**config.mk**
```make
export PLATFORM = sky130hd
export DESIGN_NAME = sdram_initiator
export DESIGN_NICKNAME = d
export VERILOG_FILES = /design/src/rtl/sdram_pkg.sv /design/src/rtl/sdram_init_delay.sv /design/src/rtl/sdram_initiator.sv
export SDC_FILE = /design/constraint.sdc
export NUM_CORES = 1
export LEC_CHECK = 0
export CAP_MARGIN = 10
export CORE_ASPECT_RATIO = 1.25
export CORE_MARGIN = 1
export CORE_UTILIZATION = 44
export CTS_BUF_LIST = sky130_fd_sc_hd__clkbuf_4
export CTS_CLUSTER_SIZE = 28
export DETAILED_ROUTE_END_ITERATION = 10
export GPL_TIMING_DRIVEN = 0
export PLACE_DENSITY = 0.83
export SLEW_MARGIN = 10
export SYNTH_ARGS = -nofsm -noshare
export SYNTH_HDL_FRONTEND = slang
export SYNTH_SLANG_ARGS = --single-unit
```
**constraint.sdc**
```tcl
create_clock -name i_clk -period 2.1 [get_ports i_clk]
set_input_delay 0.42 -clock i_clk [delete_from_list [all_inputs] [get_ports i_clk]]
set_output_delay 0.42 -clock i_clk [all_outputs]
set_load 0.02 [all_outputs]
```
**src/rtl/sdram_pkg.sv**
```systemverilog
// Shared encodings for the SDRAM initiator: command words, FSM states, timing-word widths.
package sdram_pkg;

  localparam int TWORD_W = 8;
  localparam int TLAT_W  = 4;

  localparam logic [TWORD_W-1:0] TW_ONE = TWORD_W'(1);
  localparam logic [TWORD_W-1:0] TW_TWO = TWORD_W'(2);
  localparam logic [TLAT_W-1:0]  TL_ONE = TLAT_W'(1);
  localparam logic [TLAT_W-1:0]  TL_TWO = TLAT_W'(2);

  // {CS,RAS,CAS,WE}
  typedef logic [3:0] cmd_t;
  localparam cmd_t CMD_DESEL = 4'b1111;
  localparam cmd_t CMD_NOP   = 4'b0111;
  localparam cmd_t CMD_PRE   = 4'b0010;
  localparam cmd_t CMD_ACT   = 4'b0011;
  localparam cmd_t CMD_RD    = 4'b0101;
  localparam cmd_t CMD_WR    = 4'b0100;
  localparam cmd_t CMD_BST   = 4'b0110;

  typedef enum logic [3:0] {
    ST_IDLE,
    ST_PRE,
    ST_PRE_WAIT,
    ST_ACT,
    ST_ACT_WAIT,
    ST_RW,
    ST_LAT,
    ST_BURST,
    ST_REC
  } state_t;

endpackage

```
**src/rtl/sdram_init_delay.sv**
```systemverilog
// Loadable down-counter shared by every timed phase; o_zero marks the last cycle of a phase.
module sdram_init_delay
  import sdram_pkg::*;
(
  input  logic               i_clk,
  input  logic               i_rst,
  input  logic               i_load,
  input  logic [TWORD_W-1:0] i_load_val,
  output logic               o_zero
);

  logic [TWORD_W-1:0] r_cnt;

  always_ff @(posedge i_clk or posedge i_rst) begin
    if (i_rst) begin
      r_cnt <= '0;
    end else if (i_load) begin
      r_cnt <= i_load_val;
    end else if (r_cnt != '0) begin
      r_cnt <= r_cnt - TW_ONE;
    end
  end

  assign o_zero = (r_cnt == '0);

endmodule

```
**src/rtl/sdram_initiator.sv**
```systemverilog
// SDRAM command initiator: PRE -> ACT -> RD/WR with programmed spacing, burst data, recovery.
// Define BURST_STOP_EN to let i_abort terminate a burst with BST; otherwise i_abort has no effect.
module sdram_initiator
  import sdram_pkg::*;
#(
  parameter  int ROW_W  = 12,
  parameter  int COL_W  = 10,
  parameter  int DATA_W = 16,
  localparam int ADDR_W = (ROW_W > COL_W) ? ROW_W : COL_W
) (
  input  logic               i_clk,
  input  logic               i_rst,
  input  logic               i_req_valid,
  output logic               o_req_ready,
  input  logic               i_req_we,
  input  logic [ROW_W-1:0]   i_req_row,
  input  logic [COL_W-1:0]   i_req_col,
  input  logic               i_abort,
  input  logic [DATA_W-1:0]  i_wr_data,
  output logic               o_wr_take,
  output logic [DATA_W-1:0]  o_rd_data,
  output logic               o_rd_valid,
  output logic               o_done,
  input  logic [TWORD_W-1:0] i_tpre,
  input  logic [TWORD_W-1:0] i_tcas,
  input  logic [TWORD_W-1:0] i_tburst,
  input  logic [TWORD_W-1:0] i_twait,
  input  logic [TLAT_W-1:0]  i_tlat,
  output logic               o_cs,
  output logic               o_ras,
  output logic               o_cas,
  output logic               o_we,
  output logic [ADDR_W-1:0]  o_addr,
  output logic [DATA_W-1:0]  o_dq_out,
  input  logic [DATA_W-1:0]  i_dq_in
);

  state_t             r_state;
  logic               r_we;
  logic [ROW_W-1:0]   r_row;
  logic [COL_W-1:0]   r_col;
  logic [TWORD_W-1:0] r_tpre, r_tcas, r_tburst, r_twait;
  logic [TLAT_W-1:0]  r_tlat;
  logic               r_done;

  state_t             w_next;
  logic               w_load;
  logic [TWORD_W-1:0] w_load_val;
  logic               w_zero;
  logic               w_accept;
  logic               w_abort;
  state_t             w_post_state;
  cmd_t               w_cmd;

  assign w_accept     = i_req_valid && (r_state == ST_IDLE);
  assign w_post_state = (r_twait != '0) ? ST_REC : ST_IDLE;

`ifdef BURST_STOP_EN
  assign w_abort = i_abort && ((r_state == ST_LAT) || (r_state == ST_BURST));
`else
  assign w_abort = i_abort & 1'b0;
`endif

  sdram_init_delay u_delay (
    .i_clk      (i_clk),
    .i_rst      (i_rst),
    .i_load     (w_load),
    .i_load_val (w_load_val),
    .o_zero     (w_zero)
  );

  always_ff @(posedge i_clk or posedge i_rst) begin
    if (i_rst) begin
      r_state <= ST_IDLE;
      r_done  <= 1'b0;
    end else begin
      r_state <= w_next;
      r_done  <= (r_state != ST_IDLE) && (w_next == ST_IDLE);
    end
  end

  // Request and timing words are frozen at accept; zero burst/latency behave as one.
  always_ff @(posedge i_clk or posedge i_rst) begin
    if (i_rst) begin
      r_we     <= 1'b0;
      r_row    <= '0;
      r_col    <= '0;
      r_tpre   <= '0;
      r_tcas   <= '0;
      r_tburst <= '0;
      r_twait  <= '0;
      r_tlat   <= '0;
    end else if (w_accept) begin
      r_we     <= i_req_we;
      r_row    <= i_req_row;
      r_col    <= i_req_col;
      r_tpre   <= i_tpre;
      r_tcas   <= i_tcas;
      r_tburst <= (i_tburst == '0) ? TW_ONE : i_tburst;
      r_twait  <= i_twait;
      r_tlat   <= (i_tlat == '0) ? TL_ONE : i_tlat;
    end
  end

  // Counter is loaded with (phase length - 1) on entry; a phase ends when it reads zero.
  always_comb begin
    w_next     = r_state;
    w_load     = 1'b0;
    w_load_val = '0;
    case (r_state)
      ST_IDLE: if (w_accept) w_next = ST_PRE;
      ST_PRE: begin
        if (r_tpre != '0) begin
          w_next = ST_PRE_WAIT; w_load = 1'b1; w_load_val = r_tpre - TW_ONE;
        end else begin
          w_next = ST_ACT;
        end
      end
      ST_PRE_WAIT: if (w_zero) w_next = ST_ACT;
      ST_ACT: begin
        if (r_tcas != '0) begin
          w_next = ST_ACT_WAIT; w_load = 1'b1; w_load_val = r_tcas - TW_ONE;
        end else begin
          w_next = ST_RW;
        end
      end
      ST_ACT_WAIT: if (w_zero) w_next = ST_RW;
      ST_RW: begin
        w_load = 1'b1;
        if (r_we && (r_tburst > TW_ONE)) begin
          w_next = ST_BURST; w_load_val = r_tburst - TW_TWO;
        end else if (r_we) begin
          w_next = w_post_state; w_load_val = r_twait - TW_ONE;
        end else if (r_tlat > TL_ONE) begin
          w_next = ST_LAT; w_load_val = TWORD_W'(r_tlat - TL_TWO);
        end else begin
          w_next = ST_BURST; w_load_val = r_tburst - TW_ONE;
        end
      end
      ST_LAT: begin
        if (w_abort) begin
          w_next = w_post_state; w_load = 1'b1; w_load_val = r_twait - TW_ONE;
        end else if (w_zero) begin
          w_next = ST_BURST; w_load = 1'b1; w_load_val = r_tburst - TW_ONE;
        end
      end
      ST_BURST: begin
        if (w_abort || w_zero) begin
          w_next = w_post_state; w_load = 1'b1; w_load_val = r_twait - TW_ONE;
        end
      end
      ST_REC: if (w_zero) w_next = ST_IDLE;
      default: w_next = ST_IDLE;
    endcase
  end

  always_comb begin
    w_cmd      = CMD_NOP;
    o_addr     = '0;
    o_dq_out   = '0;
    o_wr_take  = 1'b0;
    o_rd_valid = 1'b0;
    o_rd_data  = '0;
    case (r_state)
      ST_IDLE: w_cmd = CMD_DESEL;
      ST_PRE:  w_cmd = CMD_PRE;
      ST_ACT: begin
        w_cmd  = CMD_ACT;
        o_addr = ADDR_W'(r_row);
      end
      ST_RW: begin
        o_addr = ADDR_W'(r_col);
        if (r_we) begin
          w_cmd     = CMD_WR;
          o_wr_take = 1'b1;
          o_dq_out  = i_wr_data;
        end else begin
          w_cmd = CMD_RD;
        end
      end
      ST_LAT: if (w_abort) w_cmd = CMD_BST;
      ST_BURST: begin
        if (w_abort) begin
          w_cmd = CMD_BST;
        end else if (r_we) begin
          o_wr_take = 1'b1;
          o_dq_out  = i_wr_data;
        end else begin
          o_rd_valid = 1'b1;
          o_rd_data  = i_dq_in;
        end
      end
      default: w_cmd = CMD_NOP;
    endcase
  end

  assign {o_cs, o_ras, o_cas, o_we} = w_cmd;
  assign o_req_ready = (r_state == ST_IDLE);
  assign o_done      = r_done;

endmodule

```
## Yosys cells after proc, flatten, opt, wreduce, memory -nomap -nowiden

Index checks and enable logic that the tools add are counted.

| operators by class | value |
|---|---|
| muxes and demuxes | 40 |
| reduce and logical (&&, ||, !) cells | 16 |
| add/subtract/negate cells | 7 |
| magnitude comparators | 2 |
| equal/unequal tests | 8 |

Operators by type and width:

| cell | count |
|---|---|
| 8-bit 2-to-1 mux | 10 |
| 16-bit 2-to-1 mux | 4 |
| 4-bit 2-to-1 mux | 10 |
| 8-bit case mux with 5 select lines | 1 |
| 8-bit by 1-bit subtractor with 8-bit output, second input constant | 5 |
| 4-bit case mux with 9 select lines | 1 |
| 8-bit nonzero test | 4 |
| 12-bit case mux with 2 select lines | 1 |
| 4-bit by 3-bit == test with 1-bit output, second input constant | 4 |
| 8-bit logical NOT | 2 |
| 4-bit case mux with 4 select lines | 1 |
| 4-bit logical NOT | 3 |
| 1-bit 2-to-1 mux | 11 |
| 4-bit by 2-bit == test with 1-bit output, second input constant | 2 |
| 8-bit by 1-bit > comparator with 1-bit output, second input constant | 1 |
| 8-bit by 2-bit subtractor with 8-bit output, second input constant | 1 |
| 4-bit by 2-bit subtractor with 5-bit output, second input constant | 1 |
| 4-bit by 1-bit == test with 1-bit output, second input constant | 1 |
| 4-bit == test, second input constant | 1 |
| 4-bit by 1-bit > comparator with 1-bit output, second input constant | 1 |
| 1-bit case mux with 4 select lines | 1 |
| 4-bit nonzero test | 1 |
| 2-bit OR reduction | 2 |
| 1-bit logical AND | 3 |
| 2-bit nonzero test | 1 |

| storage, ports and cells | value |
|---|---|
| input port bits | 95 |
| output and inout bits | 52 |
| bits in registers | 72 |

## Depth between registers and ports, before layout

Gate-level depths: netlist of run 1.

| depth | value |
|---|---|
| depth in word-level cells | 7 |
| mapped depth | 10 |

## Modules after synthesis

Synthesis of run 1 repeated with hierarchy kept, for this count alone.

| unflattened totals | value |
|---|---|
| cells, all modules | 475 |
| area total of the unflattened synthesis | 4609.4 um2 |

By module, submodules not included:

| module | sequential area each (um2) | cells an instance | area an instance (um2) | times used |
|---|---|---|---|---|
| sdram_initiator | 1601.5 | 419 | 4112.7 | 1 |
| sdram_init_delay | 200.2 | 56 | 496.7 | 1 |

## Worst setup path after synthesis of run 1

Ideal clock, no wire load.

| path | value |
|---|---|
| path type | flip-flop to flip-flop |
| start point | register r_state[2] |
| end point | register r_tcas[4] |
| setup slack | -0.185 ns |
| cell stages (with the launch flop) | 6 |
| buffers on the path | 2 |
| library setup time | 0.125 ns |
| arrival time | 2.160 ns |
| clock period less this slack | 2.285 ns |
| cell sequence | dfrtp_1 > buf_2 > nor4_1 > nand2_1 > buf_1 > mux2_2 |

| between the ends | value |
|---|---|
| longest elaborated chain between the ends | 2 |

RTL lines:

| item | line | source |
|---|---|---|
| from (decl) | sdram_initiator.sv:38 | `state_t r_state;` |
| from (signal assigned) | sdram_initiator.sv:77 | `r_state <= w_next;` |
| 4-bit logical NOT | n/a |  |
| via o_req_ready | sdram_initiator.sv:14 | `output logic o_req_ready,` |
| 1-bit logical AND | sdram_initiator.sv:55 | `assign w_accept = i_req_valid && (r_state == ST_IDLE);` |
| to (signal assigned) | sdram_initiator.sv:98 | `r_tcas <= i_tcas;` |
| to (decl) | sdram_initiator.sv:42 | `logic [TWORD_W-1:0] r_tpre, r_tcas, r_tburst, r_twait;` |

The timed path passes the listed nets, and every way through them passes these cells.
A chain may end at the register's enable or synchronous reset.

## Worst setup path after layout of run 1

| path | value |
|---|---|
| start point | register r_state[2] |
| end point | output o_addr[4] |

| between the ends | value |
|---|---|
| longest elaborated chain between the ends | 2 |
| elaborated cells on any way between the ends | 3 |
| classes of those cells | 2 x eq/ne; 1 x mux |

RTL lines:

| item | line | source |
|---|---|---|
| 4-bit by 3-bit == test with 1-bit output / 4-bit by 2-bit == test with 1-bit output (equally long branches) | sdram_initiator.sv:164 | `case (r_state)` |
| 12-bit case mux with 2 select lines * | sdram_initiator.sv:164 |  |
| to (decl) | sdram_initiator.sv:33 | `output logic [ADDR_W-1:0] o_addr,` |

Every way passes the cells marked *; elsewhere a longest branch is shown, timed or not.

==> results of run 1 <==
-- worst min path at each step --
stage / to / slack (ns) / cells after the start
floorplan: r_tlat[0] / 0.45 / 2
global placement: r_tlat[0] / 0.47 / 2
detailed placement: r_row[11] / 0.49 / 1
CTS: r_col[9] / 0.18 / 2
global route: r_col[9] / 0.18 / 2
finish: r_col[9] / 0.18 / 2
-- logic make-up after synthesis --
logic type               share of synthesized area
AND/OR/NAND/NOR                              0.192
AO/OA/AOI/OAI                                0.133
flip-flops                                   0.392
multiplexers                                 0.155
buffers and inverters                       0.0422
XOR/XNOR                                    0.0496
adder cells (fa/ha/maj)                     0.0354
-- repair_timing --
item	CTS	global route
pin swaps	17	25
resized for setup	345	62
endpoints found under the setup margin	61	88
setup buffers	18	25
cloned	3	2
-- layout by cell type (no fill, tap or decap), types with 6 or more instances in the layout --
cell type	count
a211oi_1	6
a21oi_1	23
a22o_1	10
a31oi_1	8
and2_1	13
and2_4	24
buf_4	49
buf_6	47
clkbuf_2	7
clkbuf_4	10
clkdlybuf4s50_1	94
dfrtp_1	66
dfrtp_2	6
ha_1	11
inv_1	14
mux2_2	58
mux2i_1	6
nand2_1	22
nor2_1	27
nor3_1	17
o21ai_0	12
o22ai_1	13
xnor2_1	13
xor2_1	13
-- Yosys cell counts, drive strengths merged (2+ instances only) --
library cell  instances  area, um^2
dfrtp                72        1800
mux2                 58         653
and2                 37         231
nor2                 30         113
nand2                26        97.6
a21oi                23         115
inv                  19        71.3
nor3                 19        95.1
o22ai                14        87.6
buf                  13        77.6
ha                   13         163
xnor2                13         114
xor2                 13         114
clkbuf               12        45.0
o21ai                12        60.1
a22o                 10        87.6
nor4                  9        71.3
a31oi                 8        50.1
a211oi                6        45.0
mux2i                 6        60.1
nor3b                 6        45.0
nand3                 5        30.0
nor2b                 4        25.0
or3                   4        30.0
nor4b                 3        56.3
o211a                 3        30.0
o31ai                 3        27.5
or4                   3        26.3
a21o                  2        16.3
a22oi                 2        15.0
and3                  2        13.8
nand2b                2        12.5
o211ai                2        15.0
-- flip-flops by register name, summed over array words and instances (netlist names) --
| name | count |
|---|---|
| r_tburst | 8 |
| r_col | 10 |
| o_done | 1 |
| u_delay.r_cnt | 8 |
| r_tcas | 8 |
| r_state | 4 |
| r_row | 12 |
| r_tpre | 8 |
| r_we | 1 |
| r_tlat | 4 |
| r_twait | 8 |
-- power by group through the flow --
stage / Sequential, mW / Combinational [mW] / Clock, mW
floorplan: 2.61 / 3.03 / 0
global placement: 2.75 / 3.99 / 0
detailed placement: 2.81 / 4.15 / 0
CTS: 2.79 / 4.65 / 1.15
global route: 2.98 / 5.59 / 1.19
finish: 2.90 / 5.21 / 1.14
-- routing by layer --
layer  vias up  wire, um  global-route usage
li1       2085         -                   -
met1      2205      5270               0.261
met2       289      7960               0.504
met3        76      1300              0.0632
met4         0       743               0.149
met5         -         0                   0
-- area by class of cell --
type                            count  area [um^2]
Timing Repair Buffer              193         1900
Clock buffer                        9         67.6
Sequential cell                    72         1810
Fill cell                         734         2900
Clock inverter                      7          120
Buffer                             21          205
Multi-Input combinational cell    351         2860
Inverter                           19         77.6
Antenna cell                        1         2.50
Tap cell                          129          161
==> out/metrics.yaml, run 1 <==
synth_edf_count: 0
die_h_um: 116
cts_hold_buf: 0
min_period_over_period: 1.10
clockPowerShare: 0.123
routed_wl_um: 15300
seq_area_frac_synth: 0.392
die_area_um2: 10900
synthFlopType: "dfrtp_1"
criticalPathCategory: "flip-flop to output pin"
fp.dieW_um: 93.4
pwr-share-comb: 0.564
r2r_end: "o_done"
final_cell_count_no_fill: 802
fin_skew_ns: 0.0107
maxCapViolations: 0
slew_viol_final: 0
final-hold-violation-count: 0
slew_headroom: 0.640
routedWlPerCell_um: 19.0
numCtsBuffers: 9
p_sw_mw: 3.88
violations: "negative setup slack"
antenna_found_initial: 1
clk_pin_slew_ns: 0.12
cp_slowest_cell: "dfrtp_1"
first_pass_iters: 6
rsz0062_at_grt: "yes"
grt_max_degree: 39
cts.htree.levels: 3
synth_area_per_cell_um2: 9.88
worst_pin_slew_ns: 0.538
power_density_nw_per_um2: 1280
rr_startpoint: "r_tburst[3]"
critPathBufInv: 3
row_count: 41
crit_top_cell: "buf_6"
clk_latency_ns: 0.44
grt_pass1_wl_um: 22100
end_kind: "output pin"
crit_cells: 5
yosysWarnings: 0
synth_cells: 465
cts.sinks: 72
synth_fp_nets: 573
crit_required_ns: 1.68
dp_hpwl_um: 10200
critical_path_arrival_ns: 1.90
crit_start: "r_state[2]"
synth.distinct_cells: 55
place_area_um2: 6260
intPower_mw: 5.37
grt_pass1_vias: 4601
cp_slowest_stage_delay_ns: 0.44
fin_area_um2: 7210
fmaxAchievable_ghz: 0.432
layout-drive-gt1-share: 0.391
vias: 4655
setup_tns_ns: -5.37
nets: 775
syn_to_final_growth_pct: 56.9
root_buffer: "clkbuf_4"
r2r_cells: 6
io_buffers: 145
ys_seq_elements: 72
pin_count: 147
setup_viol: 43
setup_ws_ns: -0.217
startpoint_type: "flip-flop"
ant_nets: 0
cts_tree: "yes"
holdWs_ns: 0.182
drt_iter0_markers: 373
status: "complete, but fails checks"
hold_class: "input pin to asynchronous set/reset pin"
ys_async_sr_fraction: 1.00
p_leak_nw: 3.07
critPathMaxFanout: 7
timing.critical_path.to: "o_addr[4]"
crit_family: "buffers and inverters"
final_core_utilization: 0.714
drcViolationCount: 0
floorplan.initialDensity: 0.455
coreArea_um2: 10100
grt.overflow.total: 0
vias_per_cell: 5.80
syn_area_um2: 4600
ir_worst_vdd_mv: 0.738
place_congestion: 0.888
swShare: 0.419
grt_usage: 0.264
seq_power_share: 0.314
dpl_worst_slack_ns: -0.811
r2r_setup_slack_ns: 0.06
clockBufferDepth: 2
worstPathCellList: "buf_6 > nor3_4 > clkbuf_8 > a22o_1 > buf_6"
dp.cells: 741
layout_min_cycle_time_ns: 2.32
p_total_mw: 9.25
(Power assumes the default switching activity.)
==> run 2: changes to the inputs <==
--- a/config.mk
+++ b/config.mk
@@ -10,6 +10,7 @@
 export CORE_MARGIN = 1
 export CORE_UTILIZATION = 44
 export CTS_BUF_LIST = sky130_fd_sc_hd__clkbuf_4
+export CTS_CLUSTER_DIAMETER = 120
 export CTS_CLUSTER_SIZE = 28
 export DETAILED_ROUTE_END_ITERATION = 10
 export GPL_TIMING_DRIVEN = 0
@@ -18,3 +19,4 @@
 export SYNTH_ARGS = -nofsm -noshare
 export SYNTH_HDL_FRONTEND = slang
 export SYNTH_SLANG_ARGS = --single-unit
+export TNS_END_PERCENT = 10
==> out/metrics.yaml, run 2 (synthesized netlist as in run 1, its figures left out) <==
clk_pin_slew_ns: 0.12  # about the same
critPathBufInv: 3  # unchanged
final_core_utilization: 0.667  # was 0.714
dp_hpwl_um: 9860  # was 10200 um
antenna_found_initial: 0  # was 1
met3_usage: 0.0592  # was 0.0632
worstPathCellList: "nor2b_4 > and2_4 > buf_8 > clkbuf_16 > a22o_1 > buf_6"  # was buf_6 > nor3_4 > clkbuf_8 > a22o_1 > buf_6
grtUsageMet1: 0.260  # was 0.261
grt_pass1_wl_um: 20700  # was 22100 um
status: "complete, but fails checks"  # unchanged
rsz0062_at_grt: "yes"  # unchanged
layout_min_cycle_time_ns: 2.23  # was 2.32 ns
crit_cells: 6  # was 5
worst_pin_slew_ns: 0.598  # was 0.538 ns
crit_family: "flip-flops"  # was buffers and inverters
die_area_um2: 10900  # unchanged
cts_tree: "yes"  # unchanged
maxCapViolations: 0  # unchanged
final-hold-violation-count: 0  # unchanged
startpoint_type: "flip-flop"  # unchanged
routed_wl_um: 13200  # was 15300 um
r2r_cells: 7  # was 6
floorplan.initialDensity: 0.455  # unchanged
grt_max_degree: 56  # was 39
first_pass_iters: 5  # was 6
critical_path_arrival_ns: 1.81  # was 1.90 ns
fp.dieW_um: 93.4  # unchanged
violations: "negative setup slack"  # unchanged
largest_register_ffs: 12  # unchanged
seqCellArea_um2: 1810  # about the same
grt_pass1_vias: 4277  # was 4601
fin_skew_ns: 0.0162  # was 0.0107 ns
root_buffer: "clkbuf_4"  # unchanged
layout-drive-gt1-share: 0.332  # was 0.391
vias: 4305  # was 4655
grt.overflow.total: 0  # unchanged
final_cell_mix: "clkdlybuf4s50_1 (94), dfrtp_1 (67), mux2_2 (58)"  # was clkdlybuf4s50_1 (94), dfrtp_1 (66), mux2_2 (58)
layout_commonest_cell: "clkdlybuf4s50_1"  # unchanged
place_congestion: 0.920  # was 0.888
setup_viol: 38  # was 43
vias_per_cell: 5.58  # was 5.80
cp_slowest_stage_delay_ns: 0.46  # was 0.44 ns
io_buffers: 145  # unchanged
hold_class: "input pin to asynchronous set/reset pin"  # unchanged
multi_input_area_um2: 2780  # was 2860 um^2
end_kind: "output pin"  # unchanged
routedWlPerCell_um: 17.1  # was 19.0 um
numCtsBuffers: 9  # unchanged
holdWs_ns: 0.272  # was 0.182 ns
rr_startpoint: "r_tburst[0]"  # was r_tburst[3]
crit_start: "r_state[3]"  # was r_state[2]
slew_viol_final: 0  # unchanged
ant_nets: 0  # unchanged
setup_ws_ns: -0.134  # was -0.217 ns
r2r_end: "o_done"  # unchanged
fillers: 806  # was 734
crit_required_ns: 1.68  # about the same
slew_headroom: 0.601  # was 0.640
grt_usage: 0.247  # was 0.264
pin_count: 147  # unchanged
cp_slowest_cell: "dfrtp_2"  # was dfrtp_1
fmaxAchievable_ghz: 0.448  # was 0.432 GHz
die_h_um: 116  # unchanged
critPathMaxFanout: 7  # unchanged
ir_worst_vdd_mv: 0.741  # was 0.738 mV
cts.sinks: 72  # unchanged
clockBufferDepth: 2  # unchanged
clk_latency_ns: 0.43  # was 0.44 ns
syn_to_final_growth_pct: 46.7  # was 56.9%
p_leak_nw: 2.83  # was 3.07 nW
nets: 746  # was 775
grt.busiest_layer: "met2"  # unchanged
p_total_mw: 8.17  # was 9.25 mW
regMostFlops: "r_row"  # unchanged
cts.htree.levels: 3  # unchanged
drt_iter0_markers: 311  # was 373
timing.critical_path.to: "o_addr[7]"  # was o_addr[4]
criticalPathCategory: "flip-flop to output pin"  # unchanged
row_count: 41  # unchanged
top_regs: "r_row x12, r_col x10"  # unchanged
power_density_nw_per_um2: 1210  # was 1280 nW/um^2
met2_usage: 0.472  # was 0.504
coreArea_um2: 10100  # unchanged
min_period_over_period: 1.06  # was 1.10
drcViolationCount: 0  # unchanged
r2r_setup_slack_ns: 0  # was 0.06 ns
run 2: cell type report:
class	count	share of cell area
Sequential cell	72	0.268
Antenna cell	1	0.000371
Timing Repair Buffer	163	0.237
Multi-Input combinational cell	349	0.412
Buffer	24	0.0327
Inverter	19	0.0109
Tap cell	129	0.0239
Clock buffer	10	0.0111
Clock inverter	4	0.00353
run 2: worst min path at each step:
stage	to	depth (start not counted)
floorplan	r_tlat[0]	2
global placement	r_tlat[0]	2
detailed placement	r_tlat[0]	2
CTS	r_row[7]	2
global route	r_row[7]	2
finish	r_row[7]	2
run 2: power breakdown:
group          switching (mW)  total, mW  internal, mW
logic                    2.26       4.59          2.34
registers               0.762       2.86          2.10
clock network           0.481      0.719         0.238
run 2: metal layers:
layer	vias up	part of all wire
li1	2010	-
met1	2032	0.36
met2	231	0.52
met3	32	0.088
met4	0	0.029
met5	-	0
run 2: timing repair:
action	4_1_cts	5_1_grt
gates resized for setup	309	58
hold buffers	0	0
buffers inserted	6	9
endpoints found under the setup margin	60	60
pin swaps	12	11
gates cloned	1	1
run 2: through the flow:
stage	setup WS, ns	cells	setup TNS, ns	cell area, um^2
after floorplan	-0.145	465	-11.09	4600
after global placement	-1.22	739	-122.69	6210
after detailed placement	-0.950	740	-38.20	6240
after CTS	-0.154	760	-2.85	6490
after global routing	-0.169	770	-4.87	6740
final	-0.134	771	-2.35	6740
==> patch 1 (flow settings as in run 1) <==
Reset style: synchronous (`i_rst`), changed in 3 clocked blocks.
--- a/src/rtl/sdram_init_delay.sv
+++ b/src/rtl/sdram_init_delay.sv
@@ -12,5 +12,5 @@
   logic [TWORD_W-1:0] r_cnt;
 
-  always_ff @(posedge i_clk or posedge i_rst) begin
+  always_ff @(posedge i_clk) begin
     if (i_rst) begin
       r_cnt <= '0;
--- a/src/rtl/sdram_initiator.sv
+++ b/src/rtl/sdram_initiator.sv
@@ -70,5 +70,5 @@
   );
 
-  always_ff @(posedge i_clk or posedge i_rst) begin
+  always_ff @(posedge i_clk) begin
     if (i_rst) begin
       r_state <= ST_IDLE;
@@ -81,5 +81,5 @@
 
   // Request and timing words are frozen at accept; zero burst/latency behave as one.
-  always_ff @(posedge i_clk or posedge i_rst) begin
+  always_ff @(posedge i_clk) begin
     if (i_rst) begin
       r_we     <= 1'b0;
Formal check against the unedited RTL: differs if i_rst is asserted again (counterexample within 4 cycles, from zero or initial values and one cycle with i_rst high); with i_rst held inactive, the same outputs for 4 cycles.
==> patch 1 against run 1 <==
The run still ends with negative setup slack left; non-clock buffer count increased by 10; area after synthesis decreased by 3.3%; worst setup slack improved by 0.040 ns; wire length increased by 3.4%; highest routed layer unchanged; power decreased by 39%; critical path type unchanged; sequential cell count unchanged; fmax increased by 1.7%; final area decreased by 3.0%.
==> patch 1: results (changes against run 1) <==
| Metric | Value |
|---|---|
| Status | finished with violations (unchanged) |
| Violated checks | negative setup slack (unchanged) |
| CP peak stage delay | 0.39 ns (was 0.44 ns) |
| Final worst slack | -0.177 ns (was -0.217 ns) |
| Main flop type after synthesis | dfxtp_1 (was dfrtp_1) |
| Setup crit end | o_addr[1] (was o_addr[4]) |
| GP Congestion | 0.943 (was 0.888) |
| Wire per inst | 17.0 um (was 19.0 um) |
| Leakage | 2.80 nW (was 3.07 nW) |
| Number of global-route vias before repair | 5177 (was 4601) |
| Fraction of registers with async set or reset after synthesis | 0% (was 100%) |
| CTS clk-pin slew, worst paths | 0.15 ns (was 0.12 ns) |
| Combinational power | 3.04 mW (was 5.21 mW) |
| Hold Path Class | flop to flop (was input port to asynchronous set/reset pin) |
| Crit path from | r_state[3] (was r_state[2]) |
| Final Setup Violations | 45 (was 43) |
| DP HPWL | 10.8 mm (was 10.2 mm) |
| Fill cell count | 747 (was 734) |
| RR Endpoint | u_delay.r_cnt[1] (was o_done) |
| Reg2Reg Depth | 7 (was 6) |
| Measured slew at the worst slew-check pin | 0.689 ns (was 0.538 ns) |
| DR pass1 iterations | 8 (was 6) |
| Min Hold Slack | 0.462 ns (was 0.182 ns) |
| Ant diodes | 0 (was 1) |
| Synth cell types | 63 (was 55) |
| Peak VDD IR | 0.000517 V (was 0.000738 V) |
| Sequential group share of total power | 32.6% (was 31.4%) |
| Total global-route track usage | 29.6% (was 26.4%) |
| DR vias | 5269 (was 4655) |
| Slowest library cell on the worst path | dfxtp_4 (was dfrtp_1) |
| Largest net degree at the start of global routing | 14 (was 39) |
| Initial antenna violation count | 0 (was 1) |
| Clock skew | 0.0302 ns (was 0.0107 ns) |
| P_sw | 2.39 mW (was 3.88 mW) |
-- patch 1: changes by cell type in the layout (fill, tap and decap cells not counted), moves of 13 or more --
cell	run 1	this run
clkbuf_1	1	16
buf_2	2	15
a21oi_1	23	71
nand2_1	22	131
mux2_2	58	2
dfxtp_1	0	52
dfrtp_1	66	0
buf_6	47	33
-- patch 1: cells by family (layout without fill, tap and decap cells) --
logic type / count (synthesis) / in the layout / synth area share [%]
compound gates: 145 / 145 / 21.0
buf+inv: 60 / 260 / 5.49
fa+ha+maj: 13 / 13 / 3.66
mux: 10 / 10 / 2.31
xor+xnor: 24 / 24 / 4.73
flops: 72 / 72 / 32.4
simple gates: 280 / 281 / 30.4
-- patch 1: layout make-up --
| cell class | instances | area (sq um) | share of cell area (%) |
|---|---|---|---|
| Buffer | 31 | 209 | 2.99 |
| Clock buffer | 9 | 67.6 | 0.966 |
| Multi-Input combinational cell | 473 | 3140 | 45.0 |
| Clock inverter | 7 | 46.3 | 0.662 |
| Timing Repair Buffer | 193 | 1800 | 25.8 |
| Tap cell | 126 | 158 | 2.25 |
| Sequential cell | 72 | 1490 | 21.3 |
| Inverter | 20 | 81.3 | 1.16 |
-- patch 1: layer usage --
metal	up-vias	GRT usage, %	share of wire, %
met4	0	13.8	2.6
met1	2470	31.3	38
li1	2487	-	-
met3	37	4.98	7.4
met2	275	56.7	52
met5	-	0	0
-- patch 1: metrics by stage --
stage	util, %	cells	TNS, ns
floorplan	-	604	-1.88
global placement	62.8	874	-27.96
detailed placement	62.8	874	-35.89
CTS	69.6	915	-3.07
global route	72.0	931	-6.29
finish	72.0	931	-4.03
-- patch 1: what timing repair did --
action / CTS / global route
pin swaps: 31 / 26
gates cloned: 3 / 0
setup endpoints to repair: 123 / 64
buffers inserted: 29 / 18
gates resized for setup: 353 / 71
==> patch 2 (config.mk and constraints of run 1) <==
Without the edit above. Add a define of `BURST_STOP_EN`.
--- a/src/rtl/sdram_initiator.sv
+++ b/src/rtl/sdram_initiator.sv
@@ -1,4 +1,6 @@
 // SDRAM command initiator: PRE -> ACT -> RD/WR with programmed spacing, burst data, recovery.
 // Define BURST_STOP_EN to let i_abort terminate a burst with BST; otherwise i_abort has no effect.
+`define BURST_STOP_EN
+
 module sdram_initiator
   import sdram_pkg::*;
Behaviour: not the same (Yosys sat finds a counterexample within 10 cycles, from zero or initial values and one cycle with i_rst high).
==> patch 2 against run 1 <==
The run still ends with negative setup slack left; global-route usage grew 0.59 points; power is 3.8% higher; hold slack improved by 0.15 ns; sequential power is 2% lower; via count shrank 0.28%; final area rose by 3.8%; area after synthesis is 3.1% higher; worst setup slack got worse by 0.10 ns; sequential cell count unchanged; wire length is 1.7% lower; critical path type unchanged; sequential share of layout area shrank 0.91 points; highest routed layer unchanged; die area grew 3.0%; non-clock buffer count up 11.
==> patch 2: results (changes against run 1) <==
| Metric | Value |
|---|---|
| Drt total wl | 15.0 mm (was 15.3 mm) |
| Clock skew | 0.0162 ns (was 0.0107 ns) |
| Placed cell count | 745 (was 741) |
| FF-to-FF Start | r_tpre[0] (was r_tburst[3]) |
| Nets | 782 (was 775) |
| Status | finished with violations (unchanged) |
| Post-synthesis sequential area ratio | 38.0% (was 39.2%) |
| Initial DRC count | 317 (was 373) |
| Layout cells sized above 1 | 44.1% (was 39.1%) |
| Synth cell types | 62 (was 55) |
| Violated checks | negative setup slack (unchanged) |
| Final Setup Violations | 54 (was 43) |
| RR Endpoint | u_delay.r_cnt[2] (was o_done) |
| First-pass GRT wire length | 23.4 mm (was 22.1 mm) |
| Worst Path Arrival | 2.00 ns (was 1.90 ns) |
| Slew margin rel. | 55.9% (was 64.0%) |
| Max FO, Critical Path | 6 (was 7) |
| Final TNS setup | -13.11 ns (was -5.37 ns) |
| Final worst slack | -0.317 ns (was -0.217 ns) |
| Leakage | 3.13 nW (was 3.07 nW) |
| Peak VDD IR | 0.000994 V (was 0.000738 V) |
| CP peak stage delay | 0.47 ns (was 0.44 ns) |
| Synth Instances | 466 (was 465) |
| Routed vias/inst | 5.72 (was 5.80) |
| Total global-route track usage | 27.0% (was 26.4%) |
| Largest net degree at the start of global routing | 34 (was 39) |
| Wire per inst | 18.5 um (was 19.0 um) |
## patch 2: layout make-up
type / instances / area, sq um / area share [%]
clock inverter: 4 / 47.5 / 0.635
timing repair buffer: 201 / 2000 / 26.7
antenna: 1 / 2.50 / 0.0334
buffer: 24 / 239 / 3.19
tap: 132 / 165 / 2.21
inverter: 19 / 78.8 / 1.05
multi-input combinational: 348 / 3070 / 41.0
clock buffer: 10 / 75.1 / 1.00
sequential: 72 / 1810 / 24.2
## patch 2: per-layer routing
layer  global-route usage [%]  wire [um]
met1                     29.0       5420
met4                     12.4        559
met5                        0          0
met2                     49.3       7840
met3                     5.56       1190
## patch 2: per-stage QoR
stage          setup WS, ns  hold WS (ns)  cell area, sq um
2_1_floorplan       0.00347         0.451              4760
4_1_cts              -0.371         0.331              7180
3_5_place_dp         -0.854         0.477              6420
6_report             -0.317         0.333              7490
3_3_place_gp         -0.798         0.467              6370
5_1_grt              -0.406         0.363              7490
## patch 2: kinds of logic (layout without fill, tap and decap cells)
group / Yosys count / count (layout) / share of synthesized area, %
flops: 72 / 72 / 38.0
xor+xnor: 24 / 24 / 4.44
simple gates: 154 / 154 / 19.0
mux: 70 / 70 / 16.3
fa+ha+maj: 12 / 12 / 3.17
other cells: 0 / 1 / 0
buf+inv: 46 / 258 / 4.78
compound gates: 88 / 88 / 14.2
## patch 2: power by group
group	internal, mW	leakage [nW]	switching, mW
registers	2.11	0.844	0.727
logic	3.03	2.21	2.86
clock network	0.360	0.0697	0.500
## patch 2: worst max path at each step
stage | cells past startpoint | from | to
after floorplan | 6 | r_state[3] | o_rd_data[10]
after global placement | 7 | r_state[3] | o_rd_data[11]
after detailed placement | 7 | r_state[3] | o_rd_data[11]
after CTS | 9 | r_state[3] | o_dq_out[11]
after global routing | 8 | r_state[1] | o_dq_out[11]
final | 8 | r_state[3] | o_dq_out[11]
## patch 2: timing repair
action                     in CTS  in global routing
resized for setup             367                 79
setup buffers                  36                 13
setup endpoints to repair     121                 90
cloned                          5                  0
pin swaps                      25                 15
